`config.mk`:
```
export PLATFORM = sky130hd
export DESIGN_NAME = vga_text_line_renderer_flat
export DESIGN_NICKNAME = d
export VERILOG_FILES = /design/src/rtl/vga_text_pkg.sv /design/src/rtl/vga_text_line_renderer_if.sv /design/src/rtl/vga_glyph_rom.sv /design/src/rtl/vga_text_line_renderer.sv /design/src/flat_wrapper.sv
export SDC_FILE = /design/constraint.sdc
export NUM_CORES = 1
export LEC_CHECK = 0
export CELL_PAD_IN_SITES_DETAIL_PLACEMENT = 1
export CELL_PAD_IN_SITES_GLOBAL_PLACEMENT = 1
export CORE_UTILIZATION = 49
export CTS_CLUSTER_DIAMETER = 200
export DETAILED_ROUTE_END_ITERATION = 7
export MAX_ROUTING_LAYER = met4
export PLACE_DENSITY_LB_ADDON = 0.1
export SLEW_MARGIN = 20
export SYNTH_ARGS = -nofsm -noshare
export SYNTH_HDL_FRONTEND = slang
export SYNTH_SLANG_ARGS = --single-unit
```
`constraint.sdc`:
```
create_clock -name clk_i -period 13.3 [get_ports clk_i]
set_input_delay 3.325 -clock clk_i [delete_from_list [all_inputs] [get_ports clk_i]]
set_output_delay 3.325 -clock clk_i [all_outputs]
set_load 0.02 [all_outputs]
```
`src/rtl/vga_text_pkg.sv`:
```
// Shared definitions for the text-line renderer: letter codes, 17-segment numbering,
// theme colours and the segment geometry used by the pixel pipeline.
package vga_text_pkg;

    localparam int NUM_SEGS = 17;

    typedef enum logic [4:0] {
        L_A, L_B, L_C, L_D, L_E, L_F, L_G, L_H, L_I, L_J, L_K, L_L, L_M,
        L_N, L_O, L_P, L_Q, L_R, L_S, L_T, L_U, L_V, L_W, L_X, L_Y, L_Z,
        L_BLANK = 5'd31
    } letter_e;

    typedef enum logic [1:0] {
        TH_BW   = 2'b00,
        TH_WB   = 2'b01,
        TH_PINK = 2'b10,
        TH_ALT  = 2'b11
    } theme_e;

    localparam logic [11:0] COL_BLACK = 12'h000;
    localparam logic [11:0] COL_WHITE = 12'hfff;
    localparam logic [11:0] COL_PINK  = 12'he7d;

    localparam int SEG_TOP = 0;
    localparam int SEG_UR  = 1;
    localparam int SEG_LR  = 2;
    localparam int SEG_BOT = 3;
    localparam int SEG_LL  = 4;
    localparam int SEG_UL  = 5;
    localparam int SEG_ML  = 6;
    localparam int SEG_MR  = 7;
    localparam int SEG_CU  = 8;
    localparam int SEG_CD  = 9;
    localparam int SEG_DUL = 10;
    localparam int SEG_DUR = 11;
    localparam int SEG_DLL = 12;
    localparam int SEG_DLR = 13;
    localparam int SEG_SU  = 14;
    localparam int SEG_SD  = 15;
    localparam int SEG_DOT = 16;

    localparam logic [NUM_SEGS-1:0] M_TOP = NUM_SEGS'(1) << SEG_TOP;
    localparam logic [NUM_SEGS-1:0] M_UR  = NUM_SEGS'(1) << SEG_UR;
    localparam logic [NUM_SEGS-1:0] M_LR  = NUM_SEGS'(1) << SEG_LR;
    localparam logic [NUM_SEGS-1:0] M_BOT = NUM_SEGS'(1) << SEG_BOT;
    localparam logic [NUM_SEGS-1:0] M_LL  = NUM_SEGS'(1) << SEG_LL;
    localparam logic [NUM_SEGS-1:0] M_UL  = NUM_SEGS'(1) << SEG_UL;
    localparam logic [NUM_SEGS-1:0] M_ML  = NUM_SEGS'(1) << SEG_ML;
    localparam logic [NUM_SEGS-1:0] M_MR  = NUM_SEGS'(1) << SEG_MR;
    localparam logic [NUM_SEGS-1:0] M_CU  = NUM_SEGS'(1) << SEG_CU;
    localparam logic [NUM_SEGS-1:0] M_CD  = NUM_SEGS'(1) << SEG_CD;
    localparam logic [NUM_SEGS-1:0] M_DUL = NUM_SEGS'(1) << SEG_DUL;
    localparam logic [NUM_SEGS-1:0] M_DUR = NUM_SEGS'(1) << SEG_DUR;
    localparam logic [NUM_SEGS-1:0] M_DLL = NUM_SEGS'(1) << SEG_DLL;
    localparam logic [NUM_SEGS-1:0] M_DLR = NUM_SEGS'(1) << SEG_DLR;

    function automatic logic [11:0] theme_fg(input logic [1:0] th);
        return (th == TH_WB) ? COL_BLACK : COL_WHITE;
    endfunction

    function automatic logic [11:0] theme_bg(input logic [1:0] th);
        case (th)
            TH_WB:   return COL_WHITE;
            TH_PINK: return COL_PINK;
            default: return COL_BLACK;
        endcase
    endfunction

    // Which segments cover local pixel (lx,ly) of a w x h cell with stroke t.
    function automatic logic [NUM_SEGS-1:0] seg_hit(input int lx, input int ly,
                                                   input int w, input int h, input int t);
        logic [NUM_SEGS-1:0] s;
        int  hw, hh, qx, qy, d;
        logic left, upper, mid_band, ctr_col, diag;
        hw       = w / 2;
        hh       = h / 2;
        left     = (lx < hw);
        upper    = (ly < hh);
        mid_band = (ly >= hh - t / 2) && (ly < hh + t / 2);
        ctr_col  = (lx >= hw - t / 2) && (lx < hw + t / 2);
        // Diagonals run from each outer corner to the cell centre; mirror into the
        // upper-left quadrant so one stair-step test serves all four.
        qx   = left  ? lx : (w - 1) - lx;
        qy   = upper ? ly : (h - 1) - ly;
        d    = qx * h - qy * w;
        if (d < 0) d = -d;
        diag = (d < t * h);
        s          = '0;
        s[SEG_TOP] = (ly < t);
        s[SEG_UR]  = (lx >= w - t) && upper;
        s[SEG_LR]  = (lx >= w - t) && !upper;
        s[SEG_BOT] = (ly >= h - t);
        s[SEG_LL]  = (lx < t) && !upper;
        s[SEG_UL]  = (lx < t) && upper;
        s[SEG_ML]  = mid_band && left;
        s[SEG_MR]  = mid_band && !left;
        s[SEG_CU]  = ctr_col && upper;
        s[SEG_CD]  = ctr_col && !upper;
        s[SEG_DUL] = diag && left && upper;
        s[SEG_DUR] = diag && !left && upper;
        s[SEG_DLL] = diag && left && !upper;
        s[SEG_DLR] = diag && !left && !upper;
        s[SEG_SU]  = ctr_col && upper && (ly >= h / 4);
        s[SEG_SD]  = ctr_col && !upper && (ly < h - h / 4);
        s[SEG_DOT] = ctr_col && mid_band;
        return s;
    endfunction

endpackage

```
`src/rtl/vga_text_line_renderer_if.sv`:
```
// Buffer-write, frame control, scan coordinate and pixel output bundle of the renderer.
interface vga_text_line_renderer_if #(
    parameter int NUM_CHARS = 8
) ();
    logic                 wr_en_i;
    logic [3:0]           wr_idx_i;
    logic [4:0]           wr_letter_i;
    logic [1:0]           theme_i;
    logic [NUM_CHARS-1:0] blink_mask_i;
    logic                 frame_tick_i;
    logic [9:0]           h_cnt_i;
    logic [9:0]           v_cnt_i;
    logic                 valid_i;
    logic [11:0]          pixel_o;
    logic                 in_region_o;

    modport master (
        output wr_en_i, wr_idx_i, wr_letter_i, theme_i, blink_mask_i, frame_tick_i,
               h_cnt_i, v_cnt_i, valid_i,
        input  pixel_o, in_region_o
    );

    modport slave (
        input  wr_en_i, wr_idx_i, wr_letter_i, theme_i, blink_mask_i, frame_tick_i,
               h_cnt_i, v_cnt_i, valid_i,
        output pixel_o, in_region_o
    );
endinterface

```
`src/rtl/vga_glyph_rom.sv`:
```
// Letter code to 17-segment mask; codes outside A..Z light nothing.
module vga_glyph_rom
    import vga_text_pkg::*;
(
    input  logic [4:0]          letter_i,
    output logic [NUM_SEGS-1:0] mask_o
);

    always_comb begin
        mask_o = '0;
        case (letter_i)
            L_A: mask_o = M_TOP | M_UR | M_LR | M_LL | M_UL | M_ML | M_MR;
            L_B: mask_o = M_TOP | M_UR | M_LR | M_BOT | M_MR | M_CU | M_CD;
            L_C: mask_o = M_TOP | M_BOT | M_LL | M_UL;
            L_D: mask_o = M_TOP | M_UR | M_LR | M_BOT | M_CU | M_CD;
            L_E: mask_o = M_TOP | M_BOT | M_LL | M_UL | M_ML;
            L_F: mask_o = M_TOP | M_LL | M_UL | M_ML;
            L_G: mask_o = M_TOP | M_LR | M_BOT | M_LL | M_UL | M_MR;
            L_H: mask_o = M_UR | M_LR | M_LL | M_UL | M_ML | M_MR;
            L_I: mask_o = M_TOP | M_BOT | M_CU | M_CD;
            L_J: mask_o = M_UR | M_LR | M_BOT | M_LL;
            L_K: mask_o = M_LL | M_UL | M_ML | M_DUR | M_DLR;
            L_L: mask_o = M_BOT | M_LL | M_UL;
            L_M: mask_o = M_UR | M_LR | M_LL | M_UL | M_DUL | M_DUR;
            L_N: mask_o = M_UR | M_LR | M_LL | M_UL | M_DUL | M_DLR;
            L_O: mask_o = M_TOP | M_UR | M_LR | M_BOT | M_LL | M_UL;
            L_P: mask_o = M_TOP | M_UR | M_LL | M_UL | M_ML | M_MR;
            L_Q: mask_o = M_TOP | M_UR | M_LR | M_BOT | M_LL | M_UL | M_DLR;
            L_R: mask_o = M_TOP | M_UR | M_LL | M_UL | M_ML | M_MR | M_DLR;
            L_S: mask_o = M_TOP | M_LR | M_BOT | M_UL | M_ML | M_MR;
            L_T: mask_o = M_TOP | M_CU | M_CD;
            L_U: mask_o = M_UR | M_LR | M_BOT | M_LL | M_UL;
            L_V: mask_o = M_UL | M_LL | M_DLL | M_DUR;
            L_W: mask_o = M_UR | M_LR | M_LL | M_UL | M_DLL | M_DLR;
            L_X: mask_o = M_DUL | M_DUR | M_DLL | M_DLR;
            L_Y: mask_o = M_DUL | M_DUR | M_CD;
            L_Z: mask_o = M_TOP | M_BOT | M_DUR | M_DLL;
            default: mask_o = '0;
        endcase
    end

endmodule

```
`src/rtl/vga_text_line_renderer.sv`:
```
// Renders a line of 17-segment glyphs from a writable letter buffer into the pixel
// stream, two cycles behind the scan coordinate, with per-frame theme and blink.
module vga_text_line_renderer
    import vga_text_pkg::*;
#(
    parameter int NUM_CHARS    = 8,
    parameter int CHAR_W       = 32,
    parameter int CHAR_H       = 48,
    parameter int SEG_T        = 4,
    parameter int GAP          = 8,
    parameter int X0           = 64,
    parameter int Y0           = 200,
    parameter int BLINK_FRAMES = 30
) (
    input  logic                       clk_i,
    input  logic                       rst_i,
    vga_text_line_renderer_if.slave    bus
);

    localparam int PITCH = CHAR_W + GAP;
    localparam int SPAN  = NUM_CHARS * PITCH;
    localparam int LXW   = $clog2(PITCH);
    localparam int LYW   = $clog2(CHAR_H);
    localparam int BCW   = (BLINK_FRAMES > 1) ? $clog2(BLINK_FRAMES) : 1;

    logic [4:0]           buf_q [NUM_CHARS];
    logic [1:0]           theme_q;
    logic [NUM_CHARS-1:0] blink_mask_q;
    logic [BCW-1:0]       blink_cnt_q;
    logic                 blink_phase_q;

    always_ff @(posedge clk_i) begin
        if (rst_i) begin
            for (int i = 0; i < NUM_CHARS; i++) buf_q[i] <= L_BLANK;
            theme_q       <= TH_BW;
            blink_mask_q  <= '0;
            blink_cnt_q   <= '0;
            blink_phase_q <= 1'b0;
        end else begin
            // Out-of-range slots match no entry and are silently dropped.
            for (int i = 0; i < NUM_CHARS; i++) begin
                if (bus.wr_en_i && (bus.wr_idx_i == 4'(i))) buf_q[i] <= bus.wr_letter_i;
            end
            if (bus.frame_tick_i) begin
                theme_q      <= bus.theme_i;
                blink_mask_q <= bus.blink_mask_i;
                if (blink_cnt_q == BCW'(BLINK_FRAMES - 1)) begin
                    blink_cnt_q   <= '0;
                    blink_phase_q <= ~blink_phase_q;
                end else begin
                    blink_cnt_q <= blink_cnt_q + BCW'(1);
                end
            end
        end
    end

    logic signed [10:0] dx, dy;
    logic [LXW-1:0]     lx_d;
    logic [LYW-1:0]     ly_d;
    logic [4:0]         letter_d;
    logic               blank_d;
    logic               hit_d;

    always_comb begin
        dx       = $signed({1'b0, bus.h_cnt_i}) - $signed(11'(X0));
        dy       = $signed({1'b0, bus.v_cnt_i}) - $signed(11'(Y0));
        lx_d     = dx[LXW-1:0];
        ly_d     = dy[LYW-1:0];
        letter_d = buf_q[0];
        blank_d  = blink_phase_q & blink_mask_q[0];
        // Cell select by comparing against each cell start; the low bits of the
        // difference are exact because the remainder is always below PITCH.
        for (int i = 1; i < NUM_CHARS; i++) begin
            if (dx >= $signed(11'(i * PITCH))) begin
                lx_d     = dx[LXW-1:0] - LXW'(i * PITCH);
                letter_d = buf_q[i];
                blank_d  = blink_phase_q & blink_mask_q[i];
            end
        end
        hit_d = bus.valid_i
              && (dy >= 11'sd0) && (dy < $signed(11'(CHAR_H)))
              && (dx >= 11'sd0) && (dx < $signed(11'(SPAN)))
              && ({1'b0, lx_d} < (LXW + 1)'(CHAR_W));
    end

    logic           s1_valid_q;
    logic           s1_hit_q;
    logic [LXW-1:0] s1_lx_q;
    logic [LYW-1:0] s1_ly_q;
    logic [4:0]     s1_letter_q;
    logic           s1_blank_q;
    logic [11:0]    pixel_q;
    logic           in_region_q;

    logic [NUM_SEGS-1:0] glyph_mask;
    logic [NUM_SEGS-1:0] seg_cov;
    logic                fg_d;
    logic [11:0]         pixel_d;

    vga_glyph_rom u_rom (
        .letter_i (s1_letter_q),
        .mask_o   (glyph_mask)
    );

    always_comb begin
        seg_cov = seg_hit(int'(s1_lx_q), int'(s1_ly_q), CHAR_W, CHAR_H, SEG_T);
        fg_d    = s1_hit_q & (|(glyph_mask & seg_cov)) & ~s1_blank_q;
        if (!s1_valid_q)  pixel_d = COL_BLACK;
        else if (fg_d)    pixel_d = theme_fg(theme_q);
        else              pixel_d = theme_bg(theme_q);
    end

    always_ff @(posedge clk_i) begin
        if (rst_i) begin
            s1_valid_q  <= 1'b0;
            s1_hit_q    <= 1'b0;
            s1_lx_q     <= '0;
            s1_ly_q     <= '0;
            s1_letter_q <= '0;
            s1_blank_q  <= 1'b0;
            pixel_q     <= '0;
            in_region_q <= 1'b0;
        end else begin
            s1_valid_q  <= bus.valid_i;
            s1_hit_q    <= hit_d;
            s1_lx_q     <= lx_d;
            s1_ly_q     <= ly_d;
            s1_letter_q <= letter_d;
            s1_blank_q  <= blank_d;
            pixel_q     <= pixel_d;
            in_region_q <= s1_hit_q;
        end
    end

    assign bus.pixel_o     = pixel_q;
    assign bus.in_region_o = in_region_q;

endmodule

```
`src/flat_wrapper.sv`:
```
// flat-port wrapper written by rule: the top's interface ports become plain ports
module vga_text_line_renderer_flat import vga_text_pkg::*;
#(
    parameter int NUM_CHARS    = 8,
    parameter int CHAR_W       = 32,
    parameter int CHAR_H       = 48,
    parameter int SEG_T        = 4,
    parameter int GAP          = 8,
    parameter int X0           = 64,
    parameter int Y0           = 200,
    parameter int BLINK_FRAMES = 30
)
  (clk_i, rst_i, bus_wr_en_i, bus_wr_idx_i, bus_wr_letter_i, bus_theme_i, bus_blink_mask_i, bus_frame_tick_i, bus_h_cnt_i, bus_v_cnt_i, bus_valid_i, bus_pixel_o, bus_in_region_o);
  vga_text_line_renderer_if #(.NUM_CHARS(NUM_CHARS)) bus_i ();
  input  logic clk_i;
  input  logic rst_i;
  input wire logic [$bits(bus_i.wr_en_i)-1:0] bus_wr_en_i;
  input wire logic [$bits(bus_i.wr_idx_i)-1:0] bus_wr_idx_i;
  input wire logic [$bits(bus_i.wr_letter_i)-1:0] bus_wr_letter_i;
  input wire logic [$bits(bus_i.theme_i)-1:0] bus_theme_i;
  input wire logic [$bits(bus_i.blink_mask_i)-1:0] bus_blink_mask_i;
  input wire logic [$bits(bus_i.frame_tick_i)-1:0] bus_frame_tick_i;
  input wire logic [$bits(bus_i.h_cnt_i)-1:0] bus_h_cnt_i;
  input wire logic [$bits(bus_i.v_cnt_i)-1:0] bus_v_cnt_i;
  input wire logic [$bits(bus_i.valid_i)-1:0] bus_valid_i;
  output wire logic [$bits(bus_i.pixel_o)-1:0] bus_pixel_o;
  output wire logic [$bits(bus_i.in_region_o)-1:0] bus_in_region_o;
  assign bus_i.wr_en_i = bus_wr_en_i;
  assign bus_i.wr_idx_i = bus_wr_idx_i;
  assign bus_i.wr_letter_i = bus_wr_letter_i;
  assign bus_i.theme_i = bus_theme_i;
  assign bus_i.blink_mask_i = bus_blink_mask_i;
  assign bus_i.frame_tick_i = bus_frame_tick_i;
  assign bus_i.h_cnt_i = bus_h_cnt_i;
  assign bus_i.v_cnt_i = bus_v_cnt_i;
  assign bus_i.valid_i = bus_valid_i;
  assign bus_pixel_o = bus_i.pixel_o;
  assign bus_in_region_o = bus_i.in_region_o;
  vga_text_line_renderer #(.NUM_CHARS(NUM_CHARS), .CHAR_W(CHAR_W), .CHAR_H(CHAR_H), .SEG_T(SEG_T), .GAP(GAP), .X0(X0), .Y0(Y0), .BLINK_FRAMES(BLINK_FRAMES)) u_core (.clk_i(clk_i), .rst_i(rst_i), .bus(bus_i));
endmodule
```
After elaboration in Yosys (flattened, before gate mapping):

Memories as Yosys holds them, arrays and structs flattened. A register that Yosys moved wholly into a read port is not among the register bits.
Cells that the tools add are included.
W data, S select, Z words.

* ROM bits: 448
* register bits after elaboration: 44
* input bits: 44
* RAM bits: 40
* memories: 2
* logic and storage cells: 187
* output and inout port bits: 13

* bitwise operators: 22
* add/sub/neg operators: 14
* reduce and logical (&&, ||, !) cells: 38
* multipliers: 1
* eq/ne operators: 10
* magnitude comparators: 26
* muxes and demuxes: 63

Memories
* (no name shown): depth 32, bits a word 14, read ports 1, clocked after memory_dff 1, write ports 0, line vga_glyph_rom.sv:11 `case (letter_i)`
* u_core.buf_q: depth 8, bits a word 5, read ports 8, clocked after memory_dff 0, write ports 8, line vga_text_line_renderer.sv:26 `logic [4:0] buf_q [NUM_CHARS];`

Operator list (number)
* $mux W5: 17
* $mux W32: 2
* $mux W6: 7
* $ge A11 B9 Y1 const B: 3
* $mux W1: 33
* $logic_and A1 B1 Y1: 32
* $lt A32 B1 Y1 const B: 1
* $lt A32 B9 Y1 const B: 1
* $mul A32 B3 Y28 const B: 1
* $neg A32 Y32: 1
* $sub A32 B32 Y32: 1
* $mux W27: 1
* $lt A6 B5 Y1 const B: 4
* $mux W12: 2
* $pmux W12 S2: 1
* $sub A6 B6 Y6 const B: 4
* $ge A11 B1 Y1 const B: 2
* $ge A11 B8 Y1 const B: 2
* $and A17 B17 Y17: 1
* $reduce_or A17 Y1: 1
* $eq A4 B3 Y1 const B: 4
* $ge A6 B4 Y1 const B: 2
* $ge A6 B5 Y1 const B: 2
* $lt A6 B3 Y1 const B: 2
* other kinds (25): 47

Longest topological paths before layout:

* word-level depth: 14
* gate-level depth with buffers: 26
* gate-level depth less buffers: 23

Cells and area by module:

From an unflattened synthesis, not the netlist that was laid out.

* cells, all modules: 885
* area total of the unflattened synthesis: 7339.5 um2

By module, submodules not included
* vga_text_line_renderer: cells an instance 795, sequential area each 1981.9 um2, area each 6696.4 um2, times used 1
* vga_glyph_rom: cells an instance 90, sequential area each 0.0 um2, area each 643.1 um2, times used 1

Least setup slack after synthesis:

OpenSTA, ideal clock, no wires.

* path type: input to register
* from: input port bus_h_cnt_i[6]
* to: register, netlist name u_core.u_rom.mask_o[6]
* setup time: 0.122 ns
* slack: 6.414 ns
* data required time: 13.178 ns
* path buffers: 3
* cell stages on the path: 17
* data arrival time: 6.765 ns
* cells stage by stage: buf_2 > inv_1 > ha_1 > clkbuf_1 > nor2_1 > a32oi_2 > o31ai_1 > buf_2 > nor2_1 > a31oi_1 > nor2_1 > o32ai_1 > inv_2 > ha_1 > mux4_2 > nand2_1 > o21ai_0

* cells in the longest elaborated chain, start to end: 10
* elaborated cells on any way between the ends: 16
* classes of those cells: add/sub (1); order compare (7); mux (8)

RTL lines
* start, declared: line flat_wrapper.sv:23 `input wire logic [$bits(bus_i.h_cnt_i)-1:0] bus_h_cnt_i;`
* $sub A10 B7 Y11 *: line vga_text_line_renderer.sv:65 `dx = $signed({1'b0, bus.h_cnt_i}) - $signed(11'(X0));`
* $ge A11 B7 Y1: line vga_text_line_renderer.sv:74 `if (dx >= $signed(11'(i * PITCH))) begin`
* $mux W5 (6 in series): line vga_text_line_renderer.sv:74
* $mux W5 *: line vga_text_line_renderer.sv:74
* $mux W5 (no source line) *

Mark *: on every way between the ends. The rest lies on a longest branch, timed or not.
A chain may end at the register's enable or synchronous reset.

Final worst setup path:

* from: input port bus_h_cnt_i[6]
* to: register, netlist name u_core.u_rom.mask_o[3]

* cells in the longest elaborated chain, start to end: 10
* elaborated cells on any way between the ends: 16
* classes of those cells: add/sub (1); order compare (7); mux (8)

RTL lines (line)
* $sub A10 B7 Y11 *: vga_text_line_renderer.sv:65
* $ge A11 B7 Y1: vga_text_line_renderer.sv:74
* $mux W5 (6 in series): vga_text_line_renderer.sv:74
* $mux W5 *: vga_text_line_renderer.sv:74
* $mux W5 (no source line) *

Marks and branches as above.

==> impl_results.html <==
<table>
<tr><th>Metric</th><th>Value</th></tr>
<tr><th colspan="2">Place</th></tr>
<tr><td>Post-place instance area</td><td>0.008234 mm^2</td></tr>
<tr><td>Half-perimeter wire length of the detailed placement result</td><td>between 15000 and 20000 um</td></tr>
<tr><td>Global placer's final weighted congestion</td><td>0.8612</td></tr>
<tr><td>Place WS</td><td>5.262 ns</td></tr>
<tr><td>Number of cells in the design after placement</td><td>about 1100</td></tr>
<tr><td>Port bufs</td><td>56</td></tr>
<tr><th colspan="2">Floorplanning</th></tr>
<tr><td>Area inside the core boundary</td><td>0.01520 mm^2</td></tr>
<tr><td>I/O pin total</td><td>57</td></tr>
<tr><td>Number of placement rows</td><td>45</td></tr>
<tr><td>Die area</td><td>around 0.016 mm^2</td></tr>
<tr><td>Vertical die dimension</td><td>around 130 um</td></tr>
<tr><td>Die Wd</td><td>about 130 um</td></tr>
<tr><td>Starting density of the core</td><td>between 50% and 60%</td></tr>
<tr><th colspan="2">Logic synthesis</th></tr>
<tr><td>Asr flop ratio synth</td><td>0%</td></tr>
<tr><td>Most frequently used flop master after synthesis</td><td>sky130_fd_sc_hd__dfxtp_1</td></tr>
<tr><td>Total nets after synthesis</td><td>roughly 1000</td></tr>
<tr><td>Register bit total from synthesis</td><td>88</td></tr>
<tr><td>Number of warnings printed during yosys synthesis</td><td>0</td></tr>
<tr><td>Count of distinct cell types in the synthesized netlist</td><td>93</td></tr>
<tr><td>Total standard cell area after synthesis</td><td>0.007659 mm^2</td></tr>
<tr><td>Instance count of the mapped netlist</td><td>slightly above 900</td></tr>
<tr><td>Number of synthesized flops with an enable pin</td><td>40</td></tr>
<tr><td>Avg Cell Area, Syn</td><td>about 8.3 um^2</td></tr>
<tr><td>Share of synthesized area occupied by flip-flops and latches</td><td>roughly 28%</td></tr>
<tr><th colspan="2">CTS</th></tr>
<tr><td>Clock Sinks</td><td>88</td></tr>
<tr><td>Clock input transition at the sequential cells of the worst setup and hold paths</td><td>roughly 0.060 ns</td></tr>
<tr><td>TritonCTS clock tree</td><td>done</td></tr>
<tr><td>Clock insertion delay at the later pin of the skew report</td><td>between 0.3 and 0.4 ns</td></tr>
<tr><td>Root buffer cell</td><td>sky130_fd_sc_hd__clkbuf_16</td></tr>
<tr><td>Post-CTS Resized</td><td>0</td></tr>
<tr><td>Number of buffers on the longest clock path</td><td>2</td></tr>
<tr><td>Hold-fix buffers, CTS</td><td>0</td></tr>
<tr><td>Number of buffers created by CTS</td><td>9</td></tr>
<tr><td>Buffer count from post-CTS setup fixing</td><td>0</td></tr>
<tr><td>Clock H-tree levels</td><td>3</td></tr>
<tr><th colspan="2">Detailed routing</th></tr>
<tr><td>Number of vias per cell</td><td>around 6.3</td></tr>
<tr><td>Routed via count</td><td>7172</td></tr>
<tr><td>Final routed wire length divided by cell count</td><td>~20 um</td></tr>
<tr><td>Iteration-0 DRC count of the detailed router</td><td>~430</td></tr>
<tr><td># DRC</td><td>0</td></tr>
<tr><td>Remaining number of nets flagged by the antenna check after routing</td><td>0</td></tr>
<tr><td>Number of optimization iterations in the first detailed-route pass</td><td>5</td></tr>
<tr><td>Total Routed Length</td><td>~23000 um</td></tr>
<tr><th colspan="2">Critical path</th></tr>
<tr><td>Nature of the critical path endpoint</td><td>register</td></tr>
<tr><td>Maximum fanout count along the critical path</td><td>13</td></tr>
<tr><td>Library cell appearing most often on the critical path</td><td>sky130_fd_sc_hd__inv_1</td></tr>
<tr><td>Worst-path cell with the longest stage delay</td><td>sky130_fd_sc_hd__a21oi_1</td></tr>
<tr><td>Arrival time worst endpoint</td><td>8.12 ns</td></tr>
<tr><td>Crit path cell chain</td><td>clkdlybuf4s50_1 &gt; inv_1 &gt; ha_1 &gt; nor2_1 &gt; a32oi_2 &gt; nor2_1 &gt; a21oi_1 &gt; nand2_1 &gt; o221ai_1 &gt; o22a_1 &gt; inv_1 &gt; ha_1 &gt; nand2_1 &gt; o21ai_0 &gt; mux4_2 &gt; inv_1</td></tr>
<tr><td>Delay of the slowest cell on the worst path</td><td>roughly 0.78 ns</td></tr>
<tr><td>Worst path required time</td><td>about 14 ns</td></tr>
<tr><td>Startpoint types</td><td>input pin</td></tr>
<tr><td>Crit Path Class</td><td>in -&gt; reg</td></tr>
<tr><th colspan="2">Power</th></tr>
<tr><td>VDD IR max</td><td>roughly 0.000091 V</td></tr>
<tr><td>Power per cell area</td><td>between 100 and 150 mW/mm^2</td></tr>
<tr><td>Leakage power figure</td><td>roughly 3.4 nW</td></tr>
<tr><th colspan="2">Cells and area</th></tr>
<tr><td>Fraction of layout instances using a drive strength above 1</td><td>slightly above 7%</td></tr>
<tr><td>Most frequent cells in the layout</td><td>sky130_fd_sc_hd__nand2_1, sky130_fd_sc_hd__nor2_1, sky130_fd_sc_hd__a21oi_1</td></tr>
<tr><td>Post-route cell area</td><td>about 0.0085 mm^2</td></tr>
<tr><td>Layout Area Growth over Synthesis</td><td>11.49%</td></tr>
<tr><td>Number of nets in the final layout</td><td>around 1100</td></tr>
<tr><td>Number of inserted diodes</td><td>0</td></tr>
<tr><td>Non-Filler Instances</td><td>1136</td></tr>
<tr><td>Commonest non-fill, non-tap cell in the layout</td><td>sky130_fd_sc_hd__nand2_1</td></tr>
<tr><td>Final-layout fill cell count</td><td>1793</td></tr>
<tr><th colspan="2">Global routing</th></tr>
<tr><td>Maximum number of pins on one net before global-route repair</td><td>53</td></tr>
<tr><td>First-pass GRT wire length</td><td>~38000 um</td></tr>
<tr><td>Initial antenna violation count</td><td>0</td></tr>
<tr><td>Remaining Overflow, GRT</td><td>0</td></tr>
<tr><td>Vias in the first global route</td><td>between 7000 and 8000</td></tr>
<tr><td>Global-route usage over all layers</td><td>30.39%</td></tr>
<tr><th colspan="2">Timing</th></tr>
<tr><td>Worst slew pin tran</td><td>between 0.9 and 1 ns</td></tr>
<tr><td>Setup slack after layout</td><td>~5.5 ns</td></tr>
<tr><td>Final hold violation count</td><td>0</td></tr>
<tr><td>Clk_skew</td><td>0.01230 ns</td></tr>
<tr><td>Max-slew violation count</td><td>0</td></tr>
<tr><td>RSZ-0062 raised after global routing</td><td>false</td></tr>
<tr><td>Total Neg Setup Slack</td><td>0 ns</td></tr>
<tr><td>Max Clk Rate</td><td>0.1277 GHz</td></tr>
<tr><td>Clock period minus final worst setup slack</td><td>between 7 and 8 ns</td></tr>
<tr><td>Worst slew margin relative to its limit</td><td>~35%</td></tr>
<tr><td>Final setup violation count</td><td>0</td></tr>
<tr><td>Share of the cycle needed by the critical path after routing</td><td>between 50% and 60%</td></tr>
<tr><th colspan="2">Hold path</th></tr>
<tr><td>Path class of the lowest-slack min-delay path</td><td>reg -&gt; reg</td></tr>
<tr><th colspan="2">Flow run</th></tr>
<tr><td>Number of max-cap violations</td><td>0</td></tr>
<tr><th colspan="2">Status</th></tr>
<tr><td>Outcome</td><td>finished, final reports clean</td></tr>
</table>
## Yosys cell counts (all sizes together) (11+ instances only)
cell,n,area share (%)
xor2,16,1.9
o21a,13,1.3
nor2b,21,1.7
a211oi,12,1.5
xnor2,14,1.7
dfxtp,48,13
buf,29,2.2
and2,16,1.3
nand3,19,1.2
nor3,25,1.6
a21oi,64,4.2
or2,13,1.1
clkbuf,27,1.3
nor2,88,4.5
ha,62,10
o21ai,65,4.3
nand2,97,4.9
inv,43,2.1
edfxtp,40,16
o22ai,11,0.98
mux2i,28,3.7
nand2b,11,0.90
## sequential cells by signal (all words and copies together), names as in the netlist, 2 cells and up
name                 count
u_core.u_rom.mask_o     14
u_core.bus.pixel_o       2
u_core.s1_lx_q           6
u_core.blink_cnt_q       5
u_core.s1_ly_q           6
u_core.blink_mask_q      8
u_core.theme_q           2
u_core.buf_q            40
## report_power, final
part / internal, mW / switching, mW
Clock: 0.144 / 0.106
Combinational: 0.213 / 0.358
Sequential: 0.305 / 0.0136
Total: 0.662 / 0.477
## final cells by class
cell class | count | area [um^2] | area share (%)
clock buffers | 13 | 271.5 | 3.180
clock inverters | 3 | 23.77 | 0.2784
inverters | 44 | 165.2 | 1.934
multi-input cells | 737 | 5072 | 59.41
flip-flops and latches | 88 | 2162 | 25.32
well taps | 188 | 235.2 | 2.755
repair buffers | 63 | 608.1 | 7.122
## through the flow
stage / total power, mW / utilization [%] / hold slack [ns]
floorplan: 0.7431 / - / 0.4547
global placement: 0.8621 / 54.16 / 0.4754
detailed placement: 0.8827 / 54.16 / 0.4864
CTS: 1.137 / 56.11 / 0.4902
global route: 1.211 / 56.16 / 0.5012
finish: 1.139 / 56.16 / 0.4847
## per-layer routing
metal  GRT usage, %  routed length (um)
met5              -                   0
met2          55.66               12310
met4          13.10                 758
met1          33.17                9436
met3          3.601                 609
## critical path, delay by kind of cell
family,cells,cell delay (ns)
AOI/OAI and AO/OA,5,2.03
adders and majority gates,2,0.62
buffers and inverters,4,1.10
muxes,1,0.50
and+or+nand+nor,4,0.51
## kinds of logic (layout without fill, tap and decap cells)
family / Yosys count / in the layout / share of synthesized area, %
adders and majority gates: 64 / 64 / 10.65
and+or+nand+nor: 345 / 345 / 23.12
AOI/OAI and AO/OA: 263 / 263 / 23.53
xor gates and xnor gates: 30 / 30 / 3.627
DFF: 88 / 88 / 28.23
buffers and inverters: 100 / 123 / 5.718
muxes: 35 / 35 / 5.130
## final timing paths
path | start | to | slack [ns] | cells past startpoint
max | bus_h_cnt_i[6] | u_core.u_rom.mask_o[3]$_DFF_P_ | 5.47 | 16
min | u_core.s1_hit_q$_SDFF_PP0_ | u_core.bus.in_region_o$_SDFF_PP0_ | 0.48 | 1
max reg2reg | u_core.s1_lx_q[4]$_SDFF_PP0_ | u_core.bus.pixel_o[8]$_SDFF_PP0_ | 6.67 | 22
min reg2reg | u_core.s1_hit_q$_SDFF_PP0_ | u_core.bus.in_region_o$_SDFF_PP0_ | 0.48 | 1
Note: power is estimated with default switching activity, not from simulation.
